==> src/rtl/fetch_seq_pkg.sv <==
// Shared types and constants for the instruction fetch sequencer.
package fetch_seq_pkg;

  typedef enum logic [2:0] {
    ST_IDLE   = 3'd0,
    ST_FETCH  = 3'd1,
    ST_DECODE = 3'd2,
    ST_EXEC   = 3'd3,
    ST_UPDATE = 3'd4,
    ST_HALT   = 3'd5
  } state_t;

  localparam logic [3:0] OP_NOP = 4'h0;
  localparam logic [3:0] OP_JMP = 4'h8;
  localparam logic [3:0] OP_JZ  = 4'h9;
  localparam logic [3:0] OP_JC  = 4'hA;
  localparam logic [3:0] OP_HLT = 4'hF;

  localparam int unsigned OPC_MSB = 15;
  localparam int unsigned OPC_LSB = 12;
  localparam int unsigned REG_MSB = 11;
  localparam int unsigned REG_LSB = 8;
  localparam int unsigned IMM_MSB = 7;
  localparam int unsigned IMM_LSB = 0;

  localparam int unsigned MAX_WAIT_DEF = 15;

endpackage

==> src/rtl/instr_fetch_seq_if.sv <==
// Bus between the fetch sequencer and its memory / datapath / PC neighbours.
interface instr_fetch_seq_if #(
  parameter int unsigned ADDR_W  = 8,
  parameter int unsigned INSTR_W = 16
);
  logic               run;
  logic [ADDR_W-1:0]  pc;
  logic               imem_req;
  logic [ADDR_W-1:0]  imem_addr;
  logic               imem_ack;
  logic [INSTR_W-1:0] imem_rdata;
  logic               zero_flag;
  logic               carry_flag;
  logic [INSTR_W-1:0] ir;
  logic               exec_en;
  logic               exec_done;
  logic               C3;
  logic               C15;
  logic [ADDR_W-1:0]  jump_instr;
  logic               halted;
  logic               fault;

  modport master (
    input  run, pc, imem_ack, imem_rdata, zero_flag, carry_flag, exec_done,
    output imem_req, imem_addr, ir, exec_en, C3, C15, jump_instr, halted, fault
  );

  modport slave (
    output run, pc, imem_ack, imem_rdata, zero_flag, carry_flag, exec_done,
    input  imem_req, imem_addr, ir, exec_en, C3, C15, jump_instr, halted, fault
  );
endinterface

==> src/rtl/instr_fetch_seq_decode.sv <==
// Combinational opcode classifier for the fetch sequencer.
module seq_decode
  import fetch_seq_pkg::*;
(
  input  logic [3:0] opcode,
  output logic       is_jump,
  output logic       is_cond,
  output logic       cond_sel,
  output logic       is_halt,
  output logic       is_alu
);

  always_comb begin
    is_jump  = 1'b0;
    is_cond  = 1'b0;
    cond_sel = 1'b0;
    is_halt  = 1'b0;
    is_alu   = 1'b0;
    case (opcode)
      OP_NOP: ;
      OP_JMP: is_jump = 1'b1;
      OP_JZ: begin
        is_jump = 1'b1;
        is_cond = 1'b1;
      end
      // cond_sel picks carry over zero
      OP_JC: begin
        is_jump  = 1'b1;
        is_cond  = 1'b1;
        cond_sel = 1'b1;
      end
      OP_HLT:  is_halt = 1'b1;
      default: is_alu  = 1'b1;
    endcase
  end

endmodule

==> src/rtl/instr_fetch_seq.sv <==
// Fetch/decode/execute sequencer issuing one PC-update pulse (C3 load / C15 increment) per instruction.
module instr_fetch_seq
  import fetch_seq_pkg::*;
#(
  parameter int unsigned ADDR_W   = 8,
  parameter int unsigned INSTR_W  = 16,
  parameter int unsigned MAX_WAIT = MAX_WAIT_DEF
) (
  input  logic             clk,
  input  logic             rst,
  instr_fetch_seq_if.master bus
);

  localparam logic [3:0] WAIT_LAST = 4'(MAX_WAIT - 1);

  state_t             state;
  logic [INSTR_W-1:0] ir_q;
  logic [3:0]         wait_cnt;
  logic               fault_q;
  logic               c3_q;
  logic               c15_q;

  logic is_jump, is_cond, cond_sel, is_halt, is_alu;
  logic take_load;

  seq_decode u_decode (
    .opcode   (ir_q[OPC_MSB:OPC_LSB]),
    .is_jump  (is_jump),
    .is_cond  (is_cond),
    .cond_sel (cond_sel),
    .is_halt  (is_halt),
    .is_alu   (is_alu)
  );

  always_comb begin
    take_load = is_jump & (~is_cond | (cond_sel ? bus.carry_flag : bus.zero_flag));
  end

  // Pulses are registered on the transition into UPDATE so they are glitch-free for a whole cycle.
  always_ff @(posedge clk or negedge rst) begin
    if (!rst) begin
      state    <= ST_IDLE;
      ir_q     <= '0;
      wait_cnt <= '0;
      fault_q  <= 1'b0;
      c3_q     <= 1'b0;
      c15_q    <= 1'b0;
    end else begin
      c3_q     <= 1'b0;
      c15_q    <= 1'b0;
      wait_cnt <= '0;
      case (state)
        ST_IDLE: if (bus.run) state <= ST_FETCH;
        ST_FETCH: begin
          if (bus.imem_ack) begin
            ir_q  <= bus.imem_rdata;
            state <= ST_DECODE;
          end else if (wait_cnt == WAIT_LAST) begin
            fault_q <= 1'b1;
            state   <= ST_HALT;
          end else begin
            wait_cnt <= wait_cnt + 4'd1;
          end
        end
        ST_DECODE: begin
          if (is_halt) begin
            state <= ST_HALT;
          end else if (is_alu) begin
            state <= ST_EXEC;
          end else begin
            state <= ST_UPDATE;
            c3_q  <= take_load;
            c15_q <= ~take_load;
          end
        end
        ST_EXEC: begin
          if (bus.exec_done) begin
            state <= ST_UPDATE;
            c15_q <= 1'b1;
          end else if (wait_cnt == WAIT_LAST) begin
            fault_q <= 1'b1;
            state   <= ST_HALT;
          end else begin
            wait_cnt <= wait_cnt + 4'd1;
          end
        end
        ST_UPDATE: state <= bus.run ? ST_FETCH : ST_IDLE;
        ST_HALT:   ;
        default:   state <= ST_IDLE;
      endcase
    end
  end

  always_comb begin
    bus.imem_req   = (state == ST_FETCH);
    bus.imem_addr  = (state == ST_FETCH) ? bus.pc : '0;
    bus.exec_en    = (state == ST_EXEC);
    bus.halted     = (state == ST_HALT);
    bus.ir         = ir_q;
    bus.jump_instr = ADDR_W'(ir_q[IMM_MSB:IMM_LSB]);
    bus.C3         = c3_q;
    bus.C15        = c15_q;
    bus.fault      = fault_q;
  end

endmodule

==> src/flat_wrapper.sv <==
// flat-port wrapper written by rule: the top's interface ports become plain ports
module instr_fetch_seq_flat import fetch_seq_pkg::*;
#(
  parameter int unsigned ADDR_W   = 8,
  parameter int unsigned INSTR_W  = 16,
  parameter int unsigned MAX_WAIT = MAX_WAIT_DEF
)
  (clk, rst, bus_run, bus_pc, bus_imem_ack, bus_imem_rdata, bus_zero_flag, bus_carry_flag, bus_exec_done, bus_imem_req, bus_imem_addr, bus_ir, bus_exec_en, bus_C3, bus_C15, bus_jump_instr, bus_halted, bus_fault);
  instr_fetch_seq_if #(.ADDR_W(ADDR_W), .INSTR_W(INSTR_W)) bus_i ();
  input  logic clk;
  input  logic rst;
  input wire logic [$bits(bus_i.run)-1:0] bus_run;
  input wire logic [$bits(bus_i.pc)-1:0] bus_pc;
  input wire logic [$bits(bus_i.imem_ack)-1:0] bus_imem_ack;
  input wire logic [$bits(bus_i.imem_rdata)-1:0] bus_imem_rdata;
  input wire logic [$bits(bus_i.zero_flag)-1:0] bus_zero_flag;
  input wire logic [$bits(bus_i.carry_flag)-1:0] bus_carry_flag;
  input wire logic [$bits(bus_i.exec_done)-1:0] bus_exec_done;
  output wire logic [$bits(bus_i.imem_req)-1:0] bus_imem_req;
  output wire logic [$bits(bus_i.imem_addr)-1:0] bus_imem_addr;
  output wire logic [$bits(bus_i.ir)-1:0] bus_ir;
  output wire logic [$bits(bus_i.exec_en)-1:0] bus_exec_en;
  output wire logic [$bits(bus_i.C3)-1:0] bus_C3;
  output wire logic [$bits(bus_i.C15)-1:0] bus_C15;
  output wire logic [$bits(bus_i.jump_instr)-1:0] bus_jump_instr;
  output wire logic [$bits(bus_i.halted)-1:0] bus_halted;
  output wire logic [$bits(bus_i.fault)-1:0] bus_fault;
  assign bus_i.run = bus_run;
  assign bus_i.pc = bus_pc;
  assign bus_i.imem_ack = bus_imem_ack;
  assign bus_i.imem_rdata = bus_imem_rdata;
  assign bus_i.zero_flag = bus_zero_flag;
  assign bus_i.carry_flag = bus_carry_flag;
  assign bus_i.exec_done = bus_exec_done;
  assign bus_imem_req = bus_i.imem_req;
  assign bus_imem_addr = bus_i.imem_addr;
  assign bus_ir = bus_i.ir;
  assign bus_exec_en = bus_i.exec_en;
  assign bus_C3 = bus_i.C3;
  assign bus_C15 = bus_i.C15;
  assign bus_jump_instr = bus_i.jump_instr;
  assign bus_halted = bus_i.halted;
  assign bus_fault = bus_i.fault;
  instr_fetch_seq #(.ADDR_W(ADDR_W), .INSTR_W(INSTR_W), .MAX_WAIT(MAX_WAIT)) u_core (.clk(clk), .rst(rst), .bus(bus_i));
endmodule
==> config.mk <==
export PLATFORM = sky130hd
export DESIGN_NAME = instr_fetch_seq_flat
export DESIGN_NICKNAME = d
export VERILOG_FILES = /design/src/rtl/fetch_seq_pkg.sv /design/src/rtl/instr_fetch_seq_if.sv /design/src/rtl/instr_fetch_seq_decode.sv /design/src/rtl/instr_fetch_seq.sv /design/src/flat_wrapper.sv
export SDC_FILE = /design/constraint.sdc
export NUM_CORES = 1
export LEC_CHECK = 0
export BUFFER_PORTS_ARGS = -buffer_cell sky130_fd_sc_hd__buf_4
export CELL_PAD_IN_SITES_DETAIL_PLACEMENT = 1
export CELL_PAD_IN_SITES_GLOBAL_PLACEMENT = 2
export CORE_MARGIN = 4
export CORE_UTILIZATION = 29
export DETAILED_ROUTE_END_ITERATION = 8
export PLACE_DENSITY = 0.94
export RECOVER_POWER = 25
export SYNTH_ARGS = -nofsm -noshare
export SYNTH_HDL_FRONTEND = slang
export SYNTH_SLANG_ARGS = --single-unit
export TNS_END_PERCENT = 20
==> constraint.sdc <==
create_clock -name clk -period 4.6 [get_ports clk]
set_input_delay 0.69 -clock clk [delete_from_list [all_inputs] [get_ports clk]]
set_output_delay 0.69 -clock clk [all_outputs]
set_load 0.02 [all_outputs]
==> results.ini, run 1 <==
[detailed_routing]
drt_iter0_drc = 48
drt-pass1-iter-count = 4
drc_errors = 0
vias = 1015
finalWirelength_um = 3520
wire_per_inst_um = 16.07
viasPerCell = 4.635
antenna_left = 0

[power_and_ir_drop]
power_density_nw_per_um2 = 712.4
p_total_w = 0.001318
p_leak_nw = 0.9231
ir_drop_mv = 0.2634

[sta]
max_freq_mhz = 445.5
rsz0062_at_grt = no
finalSetupTns_ns = 0
hold_violations = 0
whs_ns = 0.4973
slew_violations = 0
setup_viol = 0
worst_slew_pin_slew_ns = 1.407
period_minus_slack_ns = 2.245
slew_headroom_pct = 6.173
finClkSkew_ns = 0.002554
min_period_over_period_pct = 48.80

[grt]
grt_overflow = 0
grt_pass1_wl_um = 5195
grt_max_degree = 27
gr-usage-all-layers_pct = 11.97
antenna_found_initial = 0
grt_pass1_vias = 1060

[yosys]
synth_enable_flop_cells = 0
syn_area_um2 = 1328
ys.flop_type = dfrtp_1
synth_warnings = 0
syn_nets = 139
ys_async_sr_fraction_pct = 100.0
synth_cell_types = 35
synth_seq_area_share_pct = 49.01
syn_avg_cell_area_um2 = 12.52
syn_inst = 106
synth_seq_cells = 26

[min_path]
hold_class = flop to flop

[cells_and_area]
antenna_cells = 0
post-route-util_pct = 42.21
drive_above_1_share_pct = 53.29
layout_common_cells = buf_4 (67), dfrtp_1 (26), and2_1 (9), mux2_4 (9), mux2_2 (7)
final_nets = 201
stdcell_count = 219
final_common_cell = buf_4
syn_to_final_growth_pct = 39.40

[job]
max_cap_violations = 0

[worst_setup_path]
cp-end-kind = output port
required_ns = 3.91
arrival_ns = 1.55
critPathLaunchType = flop
crit_type = flop to output port
cp_max_fo = 13

[clock_tree]
clockBufferDepth = 2
cts_hold_buf = 0
cts_root_buffer = clkbuf_8
postCtsResizedCells = 0
cts_buffers = 3
clk_latency_ns = 0.27
cts.sinks = 26
clk_pin_slew_ns = 0.09
post_cts_buffers = 0
htreeDepth = 1
cts_tree = built

[floorplanning]
start_util_pct = 30.28
dieWidth_um = 75.66
core_um2 = 4384
ios = 69
num_rows = 24
die_h_um = 75.66
die_area_um2 = 5724

[placement]
hpwl_um = 2850
place.gp.congestion = 0.8138
numPortBuffers = 68
dp_cells = 215

[run_status]
status = finished clean

-- stage by stage --
| step | setup WS, ns | area, um2 |
|---|---|---|
| 2_1_floorplan | 2.778 | 1328 |
| 3_3_place_gp | 2.738 | 1799 |
| 3_5_place_dp | 2.652 | 1799 |
| 4_1_cts | 2.345 | 1854 |
| 5_1_grt | 2.214 | 1851 |
| 6_report | 2.355 | 1851 |
-- worst paths after layout --
path,from,to,slack (ns),depth (start not counted)
setup / recovery,u_core.state[0],bus_imem_addr[7],2.36,3
hold / removal,u_core.bus.fault,u_core.bus.fault,0.50,1
setup reg to reg,u_core.state[0],u_core.bus.ir[9],2.77,3
hold reg to reg,u_core.bus.fault,u_core.bus.fault,0.50,1
max in group asynchronous,rst,u_core.bus.ir[1],3.05,1
min in group asynchronous,rst,u_core.bus.ir[15],0.73,1
-- routing by layer --
layer	GRT usage, %	up-vias	part of all wire [%]
met5	0	-	0
met4	4.854	0	1.7
met3	1.583	6	2.8
met2	21.86	19	60
met1	14.03	506	36
li1	-	484	-
-- registers in the layout (all words and copies together), names as in the netlist --
register / count
u_core.bus.ir: 16
u_core.bus.C15: 1
u_core.state: 3
u_core.wait_cnt: 4
u_core.bus.fault: 1
u_core.bus.C3: 1
-- power by group --
group	internal, W	total (W)	switching [W]
Sequential	0.000322	0.000427	0.000105
Combinational	0.000366	0.000741	0.000375
Clock	0.0000766	0.000150	0.0000734
Total	0.000765	0.00132	0.000553
-- cell type report --
| class | instances | area, um2 |
|---|---|---|
| tap | 52 | 65.06 |
| timing repair buffer | 68 | 506.7 |
| sequential | 26 | 650.6 |
| fill | 478 | 2534 |
| inverter | 3 | 11.26 |
| clock buffer | 4 | 55.05 |
| multi-input combinational | 66 | 561.8 |
-- synthesized netlist by cell type (2+ instances only) --
| master | n | area share [%] |
|---|---|---|
| a211oi_1 | 2 | 1.1 |
| a21oi_1 | 2 | 0.75 |
| a41o_1 | 2 | 1.5 |
| and2_1 | 9 | 4.2 |
| buf_12 | 2 | 3.0 |
| buf_4 | 8 | 4.5 |
| dfrtp_1 | 26 | 49 |
| ha_1 | 2 | 1.9 |
| inv_1 | 3 | 0.85 |
| mux2_2 | 7 | 5.9 |
| mux2_4 | 9 | 10 |
| nand2b_1 | 2 | 0.94 |
| nand3_1 | 2 | 0.75 |
| nor2_1 | 5 | 1.4 |
| nor2b_1 | 3 | 1.4 |
| nor3_1 | 2 | 0.75 |
| o21ai_0 | 2 | 0.75 |
-- cell families after synthesis --
family                   after synthesis  share of synthesized area (%)
multiplexers                          16                          16.12
flip-flops                            26                          49.01
AND/OR/NAND/NOR                       32                          15.18
buffers and inverters                 14                          8.671
AO/OA/AOI/OAI                         14                          7.824
adder cells (fa/ha/maj)                2                          1.885
XOR/XNOR                               2                          1.320
-- critical path: stages (launching register included) --
cell and delay [ns]:
dfrtp_1 0.57, nor3b_4 0.38, and2_1 0.19, buf_4 0.14
(Power assumes the default switching activity.)
==> run 2, diff against run 1 <==
--- a/config.mk
+++ b/config.mk
@@ -9,9 +9,9 @@
 export CELL_PAD_IN_SITES_DETAIL_PLACEMENT = 1
 export CELL_PAD_IN_SITES_GLOBAL_PLACEMENT = 2
 export CORE_MARGIN = 4
-export CORE_UTILIZATION = 29
+export CORE_UTILIZATION = 27
 export DETAILED_ROUTE_END_ITERATION = 8
-export PLACE_DENSITY = 0.94
+export PLACE_DENSITY = 0.89
 export RECOVER_POWER = 25
 export SYNTH_ARGS = -nofsm -noshare
 export SYNTH_HDL_FRONTEND = slang
==> constraint.sdc (replaced) <==
create_clock -name clk -period 2.1 [get_ports clk]
set_input_delay 0.315 -clock clk [delete_from_list [all_inputs] [get_ports clk]]
set_output_delay 0.315 -clock clk [all_outputs]
set_load 0.02 [all_outputs]
==> run 2 against run 1 <==
Against the previous run: clock skew rose by 0.0014 ns; clock power rose by 120%; core utilization fell by 2.5 points; final cell count rose by 7.8%; clock-buffer cell count did not move; die area rose by 6.6%; wire length rose by 4.3%; first-iteration DRC count fell by 2.1%; global-route usage rose by 0.31 points; non-clock buffer count rose by 2; setup slack got worse by 2.0 ns; largest power group unchanged; design area rose by 2.0%; highest routed layer unchanged.
==> results.ini, run 2 (same netlist as run 1, synthesis figures left out) <==
[sta]
finClkSkew_ns = 0.003979  ; +0.001425 ns
worst_slew_pin_slew_ns = 0.6558  ; -0.7516 ns
period_minus_slack_ns = 1.749
finalSetupTns_ns = 0  ; unchanged
hold_violations = 0  ; unchanged
max_freq_mhz = 571.9
min_period_over_period_pct = 83.27
slew_violations = 0  ; unchanged
slew_headroom_pct = 56.28  ; +50 points
rsz0062_at_grt = no
setup_viol = 0  ; unchanged

[min_path]
hold_class = input port to flop
timing.hold.worst.start = bus_imem_rdata[3]
hold_depth = 2  ; +1

[clock_tree]
htreeDepth = 1  ; unchanged
clk_latency_ns = 0.27  ; about the same
clk_pin_slew_ns = 0.09  ; about the same
cts.sinks = 26  ; unchanged
cts_root_buffer = clkbuf_8
cts_tree = built
clockBufferDepth = 2  ; unchanged
cts_buffers = 3  ; unchanged

[worst_setup_path]
crit_path_top_delay_cell = dfrtp_1
crit_type = flop to output port
critPathLaunchType = flop
arrival_ns = 1.43  ; -0.12 ns
cp_max_fo = 10  ; -3
r2r-start = u_core.state[1]
crit_chain = nor3b_4 > and2_1 > buf_4
reg2regPathDepth = 3  ; unchanged
setup.worst_path.start = u_core.state[1]
crit_buf_inv = 1  ; unchanged
critPathTopFamily = simple AND/OR/NAND/NOR gates
slowest_delay_ns = 0.47  ; -0.10 ns
path_depth = 3  ; unchanged
cp-end-kind = output port
required_ns = 1.78  ; -2.13 ns

[power_and_ir_drop]
p_leak_nw = 0.9351  ; +1.3%
ir_drop_mv = 0.3651  ; +39%
p_total_w = 0.002900  ; +120%
power_density_nw_per_um2 = 1536  ; +120%

[floorplanning]
die_h_um = 78.12  ; +3.3%
num_rows = 25  ; +4.2%
core_um2 = 4755  ; +8.4%
start_util_pct = 27.92  ; -2.4 points
ios = 69  ; unchanged
dieWidth_um = 78.12  ; +3.3%
die_area_um2 = 6103  ; +6.6%

[cells_and_area]
final_common_cell = buf_4
drive_above_1_share_pct = 53.85  ; +0.55 points
post-route-util_pct = 39.71  ; -2.5 points
syn_to_final_growth_pct = 42.22
antenna_cells = 0  ; unchanged
final_nets = 203  ; +1.0%
largest_reg_flops = 16  ; unchanged
nFillCells = 558  ; +17%
layout_common_cells = buf_4 (68), dfrtp_1 (26), and2_1 (9), mux2_4 (9), mux2_2 (7)

[placement]
numPortBuffers = 68  ; unchanged
place.gp.congestion = 0.8010  ; -1.6%
hpwl_um = 2965  ; +4.0%

[detailed_routing]
vias = 1029  ; +1.4%
viasPerCell = 4.360  ; -5.9%
finalWirelength_um = 3670  ; +4.3%
drt-pass1-iter-count = 4  ; unchanged
antenna_left = 0  ; unchanged
drt_iter0_drc = 47  ; -2.1%
wire_per_inst_um = 15.55  ; -3.2%
drc_errors = 0  ; unchanged

[job]
max_cap_violations = 0  ; unchanged

[grt]
grt_overflow = 0  ; unchanged
antenna_found_initial = 0  ; unchanged
grt_pass1_wl_um = 5858  ; +13%
grt_pass1_vias = 1186  ; +12%
gr-usage-all-layers_pct = 12.28  ; +0.31 points
grt_max_degree = 27  ; unchanged

[run_status]
status = finished clean

==> run 2: path summary, 6_finish.rpt <==
check / endpoint / slack (ns)
max: bus_imem_addr[6] / 0.35
min: u_core.bus.ir[3] / 0.28
max reg2reg: u_core.bus.ir[11] / 0.38
min reg2reg: u_core.wait_cnt[0] / 0.49
max in group asynchronous: u_core.bus.ir[11] / 1.06
min in group asynchronous: u_core.bus.ir[9] / 0.62
==> run 2: report_power, final <==
part	total [W]	switching (W)	internal, W
clock network	0.000323	0.000155	0.000167
registers	0.000913	0.000206	0.000707
logic	0.00166	0.000849	0.000815
==> run 2: area by class of cell <==
class | instances | area [um2] | share of cell area [%]
clock buffers | 4 | 55.05 | 2.916
inverters | 3 | 11.26 | 0.5964
multi-input cells | 66 | 561.8 | 29.75
flip-flops and latches | 26 | 650.6 | 34.46
well taps | 67 | 83.83 | 4.440
repair buffers | 70 | 525.5 | 27.83
==> run 2: metal layers <==
layer  wire length, um  vias to the layer above  track usage, %
li1                  -                      488               -
met1              1275                      516           12.59
met2              2217                       19           24.91
met3                96                        6           1.491
met4                81                        0           4.545
met5                 0                        -               0
==> run 2: timing repair <==
action	in CTS	in global routing
hold endpoints to repair	26	0
hold buffers	1	0
gates resized for setup	0	0
setup buffers	0	0
==> run 2: metrics by stage <==
stage               setup slack [ns]  hold WS [ns]  area (um2)  std cells
floorplan                     0.3912       0.01941        1328        106
global placement              0.4854        0.2346        1826        231
detailed placement            0.3920        0.2438        1826        231
CTS                           0.3436        0.2722        1891        236
global route                  0.2581        0.2609        1888        236
finish                        0.3513        0.2751        1888        236
